### src/rtl/cacheline_burst_adaptor.sv
// Cache-line to memory-burst bridge. It moves one LLC line as BEATS memory
// beats and can evict a line, fill a line, or write back and then fill.
module cacheline_burst_adaptor #(
  parameter int LINE_W  = 256,
  parameter int BURST_W = 64,
  parameter int ADDR_W  = 32
) (
  input  logic               clk,
  input  logic               reset_n,
  input  logic [LINE_W-1:0]  line_i,
  output logic [LINE_W-1:0]  line_o,
  input  logic [ADDR_W-1:0]  address_i,
  input  logic [ADDR_W-1:0]  wb_address_i,
  input  logic               read_i,
  input  logic               write_i,
  output logic               resp_o,
  output logic               busy_o,
  input  logic [BURST_W-1:0] burst_i,
  output logic [BURST_W-1:0] burst_o,
  output logic [ADDR_W-1:0]  address_o,
  output logic               read_o,
  output logic               write_o,
  input  logic               resp_i
);

  localparam int BEATS = LINE_W / BURST_W;
  localparam int CNT_W = $clog2(BEATS);
  localparam int OFF_W = $clog2(LINE_W / 8);

  localparam logic [1:0] IDLE = 2'd0;
  localparam logic [1:0] WB   = 2'd1;
  localparam logic [1:0] FILL = 2'd2;
  localparam logic [1:0] DONE = 2'd3;

  logic [1:0]        state;
  logic [CNT_W-1:0]  cnt;
  logic              fill_pending;
  logic [LINE_W-1:0] line_buf;
  logic [ADDR_W-1:0] fill_addr;
  logic [ADDR_W-1:0] wb_addr;
  logic              accept;
  logic              last_beat;

  assign accept    = (state == IDLE) && (read_i || write_i);
  assign last_beat = resp_i && (cnt == CNT_W'(BEATS - 1));

  // Sequencing: write-back always goes first, the fill follows it directly.
  always_ff @(posedge clk or negedge reset_n) begin
    if (!reset_n) begin
      state        <= IDLE;
      cnt          <= '0;
      fill_pending <= 1'b0;
    end else begin
      case (state)
        IDLE: begin
          if (write_i) begin
            state        <= WB;
            fill_pending <= read_i;
            cnt          <= '0;
          end else if (read_i) begin
            state        <= FILL;
            fill_pending <= 1'b0;
            cnt          <= '0;
          end
        end
        WB: begin
          if (last_beat) begin
            cnt          <= '0;
            state        <= fill_pending ? FILL : DONE;
            fill_pending <= 1'b0;
          end else if (resp_i) begin
            cnt <= cnt + CNT_W'(1);
          end
        end
        FILL: begin
          if (last_beat) begin
            cnt   <= '0;
            state <= DONE;
          end else if (resp_i) begin
            cnt <= cnt + CNT_W'(1);
          end
        end
        default: state <= IDLE;
      endcase
    end
  end

  // Capture the request payload once so later input changes cannot leak into the burst.
  always_ff @(posedge clk) begin
    if (accept) begin
      line_buf  <= line_i;
      fill_addr <= address_i;
      wb_addr   <= wb_address_i;
    end
  end

  // Assemble the filled line beat by beat; it holds between fills.
  always_ff @(posedge clk or negedge reset_n) begin
    if (!reset_n) begin
      line_o <= '0;
    end else if ((state == FILL) && resp_i) begin
      line_o[cnt*BURST_W +: BURST_W] <= burst_i;
    end
  end

  // Memory-side and LLC-side outputs decoded from the state, so reset clears them at once.
  always_comb begin
    read_o    = 1'b0;
    write_o   = 1'b0;
    resp_o    = 1'b0;
    burst_o   = '0;
    address_o = '0;
    busy_o    = (state != IDLE);
    case (state)
      WB: begin
        write_o   = 1'b1;
        burst_o   = line_buf[cnt*BURST_W +: BURST_W];
        address_o = {wb_addr[ADDR_W-1:OFF_W], {OFF_W{1'b0}}};
      end
      FILL: begin
        read_o    = 1'b1;
        address_o = {fill_addr[ADDR_W-1:OFF_W], {OFF_W{1'b0}}};
      end
      DONE: resp_o = 1'b1;
      default: ;
    endcase
  end

endmodule

### config.mk
export PLATFORM = sky130hd
export DESIGN_NAME = cacheline_burst_adaptor
export DESIGN_NICKNAME = d
export VERILOG_FILES = /design/src/rtl/cacheline_burst_adaptor.sv
export SDC_FILE = /design/constraint.sdc
export NUM_CORES = 1
export LEC_CHECK = 0
export CORE_AREA = 2 2 292 294
export DETAILED_ROUTE_END_ITERATION = 10
export DIE_AREA = 0 0 294 296
export SLEW_MARGIN = 20
export SYNTH_ARGS = -nofsm -noshare
export SYNTH_HDL_FRONTEND = slang
export SYNTH_SLANG_ARGS = --single-unit
export TNS_END_PERCENT = 50
### constraint.sdc
create_clock -name clk -period 13.67 [get_ports clk]
set_clock_uncertainty 0.1 [all_clocks]
set_input_delay 2.734 -clock clk [delete_from_list [all_inputs] [get_ports clk]]
set_output_delay 2.734 -clock clk [all_outputs]
set_load 0.01 [all_outputs]
Word level (Yosys, flattened, before mapping)

Cells that the tools add are included.

Bits in registers: 581
Input bits: 389
Output and inout port bits: 356

$add $sub $neg: 2
Equal/unequal tests: 8
Shift operators: 3
Muxes and demuxes: 21
Reductions and logical operators: 12

Operators by type and width:

| cell                                                     | count |
|---|---|
| bitwise mux 256 bit                                      | 1 |
| variable shift 64 x 34 -> 256 bit (first input constant) | 1 |
| indexed part select 256 x 9 -> 64 bit                    | 1 |
| indexed part select 64 x 34 -> 256 bit                   | 1 |
| 2-to-1 mux 64 bit                                        | 1 |
| one-hot mux 32 bit (2 select lines)                      | 1 |
| negation 8 -> 34 bit                                     | 1 |
| 2-to-1 mux 2 bit                                         | 8 |
| AND reduction 3 bit                                      | 3 |
| 2-to-1 mux 1 bit                                         | 7 |
| equality test 2 bit (second input constant)              | 3 |
| one-hot mux 2 bit (3 select lines)                       | 1 |
| nonzero test 2 bit                                       | 3 |
| != test 2 bit (second input constant)                    | 2 |
| one-hot mux 2 bit (2 select lines)                       | 1 |
| logical AND 1 bit                                        | 3 |
| != test 3 x 1 -> 1 bit (second input constant)           | 1 |
| != test 3 bit (second input constant)                    | 1 |
| adder 2 x 1 -> 2 bit (second input constant)             | 1 |
| equality test 2 x 1 -> 1 bit (second input constant)     | 1 |
| zero test 2 bit                                          | 1 |
| one-hot mux 1 bit (2 select lines)                       | 1 |
| OR reduction 2 bit                                       | 1 |
| logical OR 1 bit                                         | 1 |

Depth between registers and ports, before layout

Gate-level depths: netlist of run 1.

Depth in word-level cells: 4
Depth in mapped cells: 9

Worst setup path before layout of run 1

Ideal clock, no wire load.

Kind: input to register
Start point: in write_i
End point: reg fill_addr[10] (enable)
Setup time: 0.998 ns
Arrival: 15.772 ns
Data required time: 12.572 ns
Setup slack: -3.200 ns
Cell stages on the path: 2
Path buffers: 0
Cell sequence: nor2_1 -> nor2_1

Cells in the longest elaborated chain, start to end: 2

Ends and longest elaborated chain:

| element              | line | source |
|---|---|---|
| start, declared      | 15   | `input logic write_i,` |
| logical OR 1 bit     | 44   | `assign accept = (state == IDLE) && (read_i \|\| write_i);` |
| logical AND 1 bit    | 44   |  |
| named net accept     | 41   | `logic accept;` |
| end signal, assigned | 92   | `fill_addr <= address_i;` |
| end, declared        | 39   | `logic [ADDR_W-1:0] fill_addr;` |

The timed path passes the listed nets, and every way through them passes these cells.
A chain may end at the register's enable or synchronous reset.

Worst setup path after layout of run 1

Start point: reg cnt[0]
End point: out burst_o[62]

Cells in the longest elaborated chain, start to end: 2

Ends and longest elaborated chain:

| element                               | line | source |
|---|---|---|
| start, declared                       | 36   | `logic [CNT_W-1:0] cnt;` |
| start signal, assigned                | 72   | `cnt <= cnt + CNT_W'(1);` |
| start signal, assigned                | 80   | `cnt <= cnt + CNT_W'(1);` |
| indexed part select 256 x 9 -> 64 bit | 117  | `burst_o = line_buf[cnt*BURST_W +: BURST_W];` |
| 2-to-1 mux 64 bit                     | 114  | `case (state)` |
| end, declared                         | 19   | `output logic [BURST_W-1:0] burst_o,` |

No other way between the ends.

==> results of run 1 <==
through the flow:
step / instances / power [mW] / hold WS [ns] / util / cell area (um^2)
2_1_floorplan: 1176 / 3.31 / 0.404 / - / 21300
6_report: 3042 / 5.81 / 0.380 / 0.380 / 32000
3_3_place_gp: 2920 / 4.05 / 0.370 / 0.353 / 29700
3_5_place_dp: 2920 / 4.08 / 0.375 / 0.353 / 29700
5_1_grt: 3040 / 6.09 / 0.410 / 0.380 / 32000
4_1_cts: 3036 / 5.90 / 0.387 / 0.379 / 32000
area by class of cell:
class / instances / area share
clock inverter: 30 / 0.0115
inverter: 8 / 0.000939
sequential: 571 / 0.495
clock buffer: 86 / 0.0581
timing repair buffer: 744 / 0.233
antenna: 5 / 0.000391
multi-input combinational: 508 / 0.158
tap: 1090 / 0.0426
cells in the mapped netlist (2+ instances only):
| master | n | area share |
|---|---|---|
| nand2_1 | 14 | 0.0025 |
| inv_1 | 8 | 0.0014 |
| nor2_1 | 4 | 0.00071 |
| and2_1 | 64 | 0.019 |
| nor4_2 | 2 | 0.0012 |
| a21oi_1 | 2 | 0.00047 |
| nand3_1 | 6 | 0.0014 |
| nor2b_1 | 27 | 0.0079 |
| dfrtp_1 | 261 | 0.31 |
| a22o_1 | 250 | 0.10 |
| o41ai_1 | 2 | 0.00082 |
| buf_1 | 4 | 0.00071 |
| o21ai_0 | 10 | 0.0024 |
| buf_6 | 2 | 0.0011 |
| buf_2 | 18 | 0.0042 |
| ha_1 | 13 | 0.0077 |
| clkbuf_1 | 47 | 0.0083 |
| buf_4 | 18 | 0.0064 |
| a22oi_1 | 27 | 0.0095 |
| mux4_2 | 64 | 0.068 |
| edfxtp_1 | 310 | 0.44 |
| nand2b_1 | 3 | 0.00088 |
state kept, by name (all words and copies together), names as in the netlist:
register / count
wb_addr: 27
state: 2
cnt: 2
fill_pending: 1
line_o: 256
fill_addr: 27
line_buf: 256
final timing paths:
kind | start | to | slack [ns] | depth (start not counted)
max in group asynchronous | reset_n | line_o[221] | 9.33 | 4
min | line_o[170] | line_o[170] | 0.38 | 2
min in group asynchronous | reset_n | line_o[5] | 2.17 | 1
min reg2reg | line_o[170] | line_o[170] | 0.38 | 2
max | cnt[0] | burst_o[62] | 7.09 | 4
max reg2reg | cnt[0] | line_o[156] | 10.22 | 6
where the power goes:
| group | internal, mW | total [mW] | switching (mW) |
|---|---|---|---|
| clock network | 1.06 | 1.79 | 0.722 |
| logic | 0.811 | 1.58 | 0.769 |
| registers | 2.28 | 2.44 | 0.167 |
cells by family (layout without fill, tap and decap cells):
group	Yosys count	count (layout)
buf+inv	97	868
compound gates	296	296
simple gates	129	129
flops	571	571
other cells	1	10
fa+ha+maj	13	13
mux	65	65
routing by layer:
metal  GRT usage  vias to the layer above  routed length [um]
met2       0.243                      662               32700
met4      0.0548                        4                2120
met5           0                        -                  23
met1       0.172                     7173               25200
met3      0.0598                      117                6770
li1            -                     6108                   -
critical path, cell delays in order (launching register included):
cell and delay [ns]:
dfrtp_4 0.85, buf_4 0.78, mux4_2 0.58, and2_1 0.17, clkdlybuf4s50_1 0.72
==> results.sh, run 1 <==
export IMPL_status="finished, final reports clean"
export IMPL_path_class="reg -> out"
export IMPL_wirelength_um=66800
export IMPL_multi_input_area_um2=5070
export IMPL_clk_latency_ns=0.58
export IMPL_final_cell_mix="clkdlybuf4s50_1 (728), edfxtp_1 (310), dfrtp_1 (259)"
export IMPL_finalSetupViolCount=0
export IMPL_synth_edf_count=310
export IMPL_max_slew_margin=0.209
export IMPL_cts_tree="yes"
export IMPL_drt_vias_per_instance=4.62
export IMPL_cp_required_ns=10.84
export IMPL_path_clk_slew_ns=0.05
export IMPL_synthToLayoutAreaGrowth_pct=50.5
export IMPL_start_util=0.252
export IMPL_rows=107
export IMPL_cts_made_buffers=66
export IMPL_cp_max_fo=39
export IMPL_die_w_um=294
export IMPL_setup_tns_ns=0
export IMPL_coreArea_um2=84200
export IMPL_tightest_slew_ns=1.19
export IMPL_fmax_mhz=152
export IMPL_cp_start_kind="flop"
export IMPL_die_area_um2=87000
export IMPL_ys_types=38
export IMPL_layout_nets=2301
export IMPL_synth_xor_area_frac=0
export IMPL_postCtsSetupBuffers=0
export IMPL_yosysWarnings=0
export IMPL_setup_slack_ns=7.09
export IMPL_cts_hold_buf=0
export IMPL_globalRouteTotalUtil=0.147
export IMPL_grt_pass1_vias=14600
export IMPL_ant_nets=0
export IMPL_regArea_um2=15800
export IMPL_hold_viol=0
export IMPL_grt_pass1_wl_um=96200
export IMPL_fill_cells=7760
export IMPL_synthesis_area_um2=21300
export IMPL_cts_resized=0
export IMPL_fin_crit_ns=6.58
export IMPL_synth_seq_cells=571
export IMPL_holdCritPathClass="reg -> reg"
export IMPL_cts_root_buf="clkbuf_16"
export IMPL_yosysSeqAreaShare=0.745
export IMPL_synth_top_family_by_area="compound AO/OA/AOI/OAI gates"
export IMPL_leakage_nw=12.1
export IMPL_routedWlPerCell_um=22.0
export IMPL_final_common_cell="clkdlybuf4s50_1"
export IMPL_slew_viol_final=0
export IMPL_grt_antenna_before_repair=9
export IMPL_critPathCaptureType="output pin"
export IMPL_synth_compound_area_frac=0.118
export IMPL_cts_sinks=571
export IMPL_io_pin_count=745
export IMPL_synthSimpleGateAreaFrac=0.0385
export IMPL_syn_avg_cell_area_um2=18.1
export IMPL_place_hpwl_um=45800
export IMPL_power_density_nw_per_um2=182
export IMPL_finalCritPeriodShare=0.482
export IMPL_syn_inst=1172
export IMPL_die_h_um=296
export IMPL_rsz0062_at_grt="no"
export IMPL_synthAdderAreaFrac=0.00765
export IMPL_drt_iter0_markers=781
export IMPL_grt_overflow=0
export IMPL_firstDrtPassIters=8
export IMPL_worstPathArrival_ns=3.75
export IMPL_h_tree_depth=3
export IMPL_grt_max_degree=179
export IMPL_dp_slack_ns=7.48
export IMPL_drc=0
export IMPL_port_buffers=729
export IMPL_drive_gt1_frac=0.102
export IMPL_async_flop_share=0.457
export IMPL_routabilityCongestion=0.810
export IMPL_synth_mux_area_frac=0.0683
export IMPL_ys_flop_type="edfxtp_1"
export IMPL_vias=14100
export IMPL_maxCapViolCount=0
export IMPL_peakVddDrop_v=0.000128
export IMPL_clockBufferDepth=3
Power figures use the tool's default switching activity.
==> inputs of run 2 (changes only) <==
- CORE_AREA: 2 2 292 294 -> 2 2 287 289
- DIE_AREA: 0 0 294 296 -> 0 0 289 291
- clock period: 13.67 -> 6.3 ns (I/O delays scaled with it)
==> run 2 against run 1 <==
Cell count is 0.72% lower. Hold slack better by 0.0050 ns. Non-clock buffer count increased by 7. Die area is 3.4% lower. Global-route usage increased by 0.57 points. Total power grew 110%. Via count shrank 0.70%. Sequential power up 120%. Critical path type unchanged. Largest cell class unchanged. Largest power group unchanged.
==> results.sh, run 2 (synthesized netlist as in run 1, its figures left out) <==
export IMPL_firstDrtPassIters=5
export IMPL_multi_input_area_um2=5050
export IMPL_slew_viol_final=0
export IMPL_finalSetupViolCount=0
export IMPL_fill_cells=7484
export IMPL_synthToLayoutAreaGrowth_pct=49.0
export IMPL_leakage_nw=12.0
export IMPL_crit_start="state[1]"
export IMPL_cp_max_fo=60
export IMPL_drc=0
export IMPL_drt_vias_per_instance=4.62
export IMPL_status="finished, final reports clean"
export IMPL_port_buffers=729
export IMPL_routedWlPerCell_um=22.0
export IMPL_cp_endpoint="address_o[20]"
export IMPL_fin_crit_ns=4.58
export IMPL_cp_required_ns=4.94
export IMPL_worstPathArrival_ns=3.22
export IMPL_holdCritPathClass="reg -> reg"
export IMPL_reg2reg_from="cnt[1]"
export IMPL_routabilityCongestion=0.818
export IMPL_wl_met3_um=6220
export IMPL_place_hpwl_um=45700
export IMPL_hold_viol=0
export IMPL_cts_resized=0
export IMPL_fin_total_pwr_mw=12.1
export IMPL_min_path_cells=2
export IMPL_h_tree_depth=2
export IMPL_die_h_um=291
export IMPL_cts_sinks=571
export IMPL_rsz0062_at_grt="no"
export IMPL_globalRouteTotalUtil=0.153
export IMPL_cts_tree="yes"
export IMPL_layout_nets=2303
export IMPL_start_util=0.262
export IMPL_power_density_nw_per_um2=384
export IMPL_r2r_setup_slack_ns=2.72
export IMPL_maxCapViolCount=0
export IMPL_rr_endpoint="line_o[95]"
export IMPL_ant_nets=0
export IMPL_fmax_mhz=218
export IMPL_cts_root_buf="clkbuf_16"
export IMPL_cts_hold_buf=0
export IMPL_die_area_um2=84100
export IMPL_top_regs="line_buf: 256 flops, line_o: 256 flops"
export IMPL_wl_met1_um=25500
export IMPL_grt_overflow=0
export IMPL_io_pin_count=745
export IMPL_hold_ws_ns=0.385
export IMPL_critPathCaptureType="output pin"
export IMPL_grt_antenna_before_repair=4
export IMPL_drt_iter0_markers=888
export IMPL_final_cell_mix="clkdlybuf4s50_1 (728), edfxtp_1 (310), dfrtp_1 (259)"
export IMPL_final_common_cell="clkdlybuf4s50_1"
export IMPL_coreArea_um2=81200
export IMPL_grt_pass1_vias=14900
export IMPL_finalCritPeriodShare=0.727
export IMPL_path_clk_slew_ns=0.06
export IMPL_path_class="reg -> out"
export IMPL_routed_top_layer="met5"
export IMPL_die_w_um=289
export IMPL_setup_tns_ns=0
export IMPL_max_slew_margin=0.300
export IMPL_grt_max_degree=147
export IMPL_reg2regPathDepth=6
export IMPL_rows=105
export IMPL_clockBufferDepth=3
export IMPL_cp_start_kind="flop"
export IMPL_wirelength_um=66300
export IMPL_grt_pass1_wl_um=97700
export IMPL_cts_made_buffers=61
export IMPL_vias=14000
export IMPL_regArea_um2=15800
export IMPL_clk_latency_ns=0.62
export IMPL_postCtsSetupBuffers=0
export IMPL_drive_gt1_frac=0.0970
export IMPL_peakVddDrop_v=0.000232
export IMPL_tightest_slew_ns=1.05
export IMPL_wl_met2_um=32800
run 2: cell count changes in the layout (fill, tap and decap cells not counted), moves of 3 or more:
cell       previous run  this run
clkinv_8              3         0
buf_12                1         5
clkbuf_16            67        61
buf_4                13        17
clkbuf_1              8        19
diode_2               5         2
clkbuf_8             11         5
run 2: worst min-delay path by stage:
| stage | from | to | slack (ns) |
|---|---|---|---|
| floorplan | fill_pending | fill_pending | 0.40 |
| global placement | line_o[167] | line_o[167] | 0.37 |
| detailed placement | line_o[175] | line_o[175] | 0.38 |
| CTS | line_o[175] | line_o[175] | 0.39 |
| global route | line_o[161] | line_o[161] | 0.40 |
| finish | line_o[188] | line_o[188] | 0.39 |
run 2: layer usage:
layer	track usage	vias to the layer above
li1	-	6105
met4	0.0473	2
met3	0.0505	101
met1	0.184	7082
met2	0.259	675
met5	0	-
run 2: stage by stage:
step / util / instances / worst slack [ns] / area [um^2]
after global placement: 0.367 / 2908 / 2.14 / 29800
after floorplan: - / 1176 / -0.0863 / 21300
final: 0.390 / 3020 / 1.72 / 31700
after detailed placement: 0.367 / 2908 / 2.08 / 29800
after global routing: 0.390 / 3019 / 1.43 / 31700
after CTS: 0.390 / 3018 / 1.54 / 31700
run 2: final cells by class:
class / instances / share of cell area
tap: 1070 / 0.0423
timing repair buffer: 751 / 0.238
antenna: 2 / 0.000158
clock inverter: 25 / 0.00652
multi-input combinational: 508 / 0.159
sequential: 571 / 0.500
clock buffer: 85 / 0.0526
inverter: 8 / 0.000948
run 2: where the power goes:
part | internal (mW) | switching (mW)
sequential | 4.92 | 0.345
combinational | 1.80 | 1.67
clock | 1.95 | 1.46
run 2: worst max-delay path, cell delays in order (launching register included):
cell and delay (ns):
dfrtp_1 0.45, inv_1 0.15, ha_2 0.70, buf_12 0.34, a22oi_1 0.11, nor2b_1 0.20
clkdlybuf4s50_1 0.60
==> inputs of run 3 (changes only) <==
- clock period: 6.3 -> 4.7 ns (I/O delays scaled with it)
==> run 3 against run 2 <==
Global-route usage shrank 0.058 points. Worst setup slack got worse by 1.3 ns. Critical endpoint is now address_o[17]. Sequential cell count unchanged. Sequential power rose by 35%. Die area did not move. Clock power rose by 47%. Total power grew 38%. Via count rose by 1.2%. Non-clock buffer count is 14 higher. Hold slack worse by 0.18 ns.
==> results.sh, run 3 (synthesized netlist as in run 1, its figures left out) <==
export IMPL_wl_met1_um=25100
export IMPL_fill_cells=7448
export IMPL_cp_max_fo=24
export IMPL_seq_power_share=0.421
export IMPL_die_h_um=291
export IMPL_cts_tree="yes"
export IMPL_critPathCaptureType="output pin"
export IMPL_finalCritPeriodShare=0.908
export IMPL_clk_latency_ns=0.59
export IMPL_wl_met3_um=6540
export IMPL_cts_root_buf="clkbuf_16"
export IMPL_grt_antenna_before_repair=10
export IMPL_rsz0062_at_grt="no"
export IMPL_cp_slowest_stage_delay_ns=0.91
export IMPL_io_pin_count=745
export IMPL_cp_start_kind="flop"
export IMPL_setup_tns_ns=0
export IMPL_final_common_cell="clkdlybuf4s50_1"
export IMPL_firstDrtPassIters=5
export IMPL_routed_top_layer="met5"
export IMPL_peakVddDrop_v=0.000354
export IMPL_holdCritPathClass="in -> async"
export IMPL_synthToLayoutAreaGrowth_pct=51.3
export IMPL_globalRouteTotalUtil=0.152
export IMPL_power_density_nw_per_um2=523
export IMPL_cts_hold_buf=0
export IMPL_fmax_mhz=234
export IMPL_power_internal_mw=12.1
export IMPL_maxCapViolCount=0
export IMPL_netSwitchingPower_mw=4.75
export IMPL_tightest_slew_ns=1.10
export IMPL_place_hpwl_um=46600
export IMPL_status="finished, final reports clean"
export IMPL_rows=105
export IMPL_leakage_nw=12.2
export IMPL_routabilityCongestion=0.831
export IMPL_dp_slack_ns=1.02
export IMPL_cts_resized=0
export IMPL_setup_slack_ns=0.431
export IMPL_drive_gt1_frac=0.108
export IMPL_hold_viol=0
export IMPL_drc=0
export IMPL_slowest_stage="ha_1"
export IMPL_critical_path_cell_chain="inv_1, ha_1, buf_4, a22oi_1, nor2b_1, clkdlybuf4s50_1"
export IMPL_routedWlPerCell_um=21.7
export IMPL_layout_nets=2322
export IMPL_path_class="reg -> out"
export IMPL_grt_max_degree=149
export IMPL_top_regs="line_buf: 256 flops, line_o: 256 flops"
export IMPL_finalSetupViolCount=0
export IMPL_fin_util=0.396
export IMPL_max_slew_margin=0.266
export IMPL_drt_iter0_markers=801
export IMPL_wirelength_um=66200
export IMPL_port_buffers=729
export IMPL_vias=14100
export IMPL_die_area_um2=84100
export IMPL_final_cell_mix="clkdlybuf4s50_1 (728), edfxtp_1 (310), dfrtp_1 (259)"
export IMPL_pwr_share_comb=0.280
export IMPL_grt_overflow=0
export IMPL_coreArea_um2=81200
export IMPL_path_clk_slew_ns=0.06
export IMPL_grt_pass1_wl_um=96600
export IMPL_wl_met2_um=32300
export IMPL_final_area_um2=32200
export IMPL_slew_viol_final=0
export IMPL_ant_nets=0
export IMPL_worstPathArrival_ns=3.23
export IMPL_cp_required_ns=3.66
export IMPL_clockBufferDepth=3
export IMPL_h_tree_depth=3
export IMPL_swShare=0.283
export IMPL_cts_made_buffers=66
export IMPL_die_w_um=289
export IMPL_grt_pass1_vias=14900
export IMPL_fin_crit_ns=4.27
export IMPL_fin_total_pwr_mw=16.8
export IMPL_start_util=0.262
export IMPL_clkPwrFrac=0.299
export IMPL_postCtsSetupBuffers=0
export IMPL_cts_sinks=571
export IMPL_dpl_cell_area_um2=30000
export IMPL_drt_vias_per_instance=4.64
==> run 3: cell count changes in the layout (fill, tap and decap cells not counted), moves of 3 or more <==
cell / delta
buf_4: +5
clkbuf_16: +6
buf_12: +8
clkinv_2: -3
diode_2: +4
clkinv_4: +3
==> run 3: cell type report <==
cell class,count,area (um^2),area share
clock inverter,25,278,0.00864
tap,1070,1340,0.0416
clock buffer,94,1850,0.0575
inverter,8,30.0,0.000934
multi-input combinational,508,5040,0.157
antenna,6,15.0,0.000467
timing repair buffer,765,7750,0.241
sequential,571,15800,0.493
==> run 3: per-stage QoR <==
stage / instances / hold slack, ns
after floorplan: 1176 / 0.404
after global placement: 2921 / 0.364
after detailed placement: 2921 / 0.372
after CTS: 3040 / 0.385
after global routing: 3046 / 0.215
final: 3047 / 0.208
==> run 3: path summary, 6_finish.rpt <==
check,slack [ns],cells after the start,endpoint,from
min,0.21,1,line_o[122],reset_n
min in group clk,0.38,2,line_o[170],line_o[170]
max,0.43,6,address_o[17],state[0]
max in group asynchronous,3.44,2,cnt[1],reset_n
min reg2reg,0.38,2,line_o[170],line_o[170]
max reg2reg,1.28,7,line_o[216],cnt[0]
==> run 3: worst max-delay path, delay by kind of cell, from the launching register on <==
| kind | cells | cell delay [ns] |
|---|---|---|
| AOI/OAI and AO/OA | 1 | 0.09 |
| adders and majority gates | 1 | 0.91 |
| buffers and inverters | 3 | 1.03 |
| DFF | 1 | 0.45 |
| and+or+nand+nor | 1 | 0.15 |
==> run 3: metal layers <==
metal  vias to the layer above  GRT usage
li1                       6156          -
met1                      7132      0.179
met2                       722      0.253
met3                       120     0.0515
met4                         4     0.0649
met5                         -          0
==> run 3: power by group through the flow <==
| stage | Clock [mW] | Sequential, mW | Combinational [mW] |
|---|---|---|---|
| after global placement | 0 | 7.13 | 4.74 |
| after global routing | 5.39 | 7.19 | 5.05 |
| after CTS | 5.17 | 7.11 | 4.81 |
| after floorplan | 0 | 7.22 | 2.28 |
| final | 5.02 | 7.08 | 4.71 |
| after detailed placement | 0 | 7.19 | 4.78 |
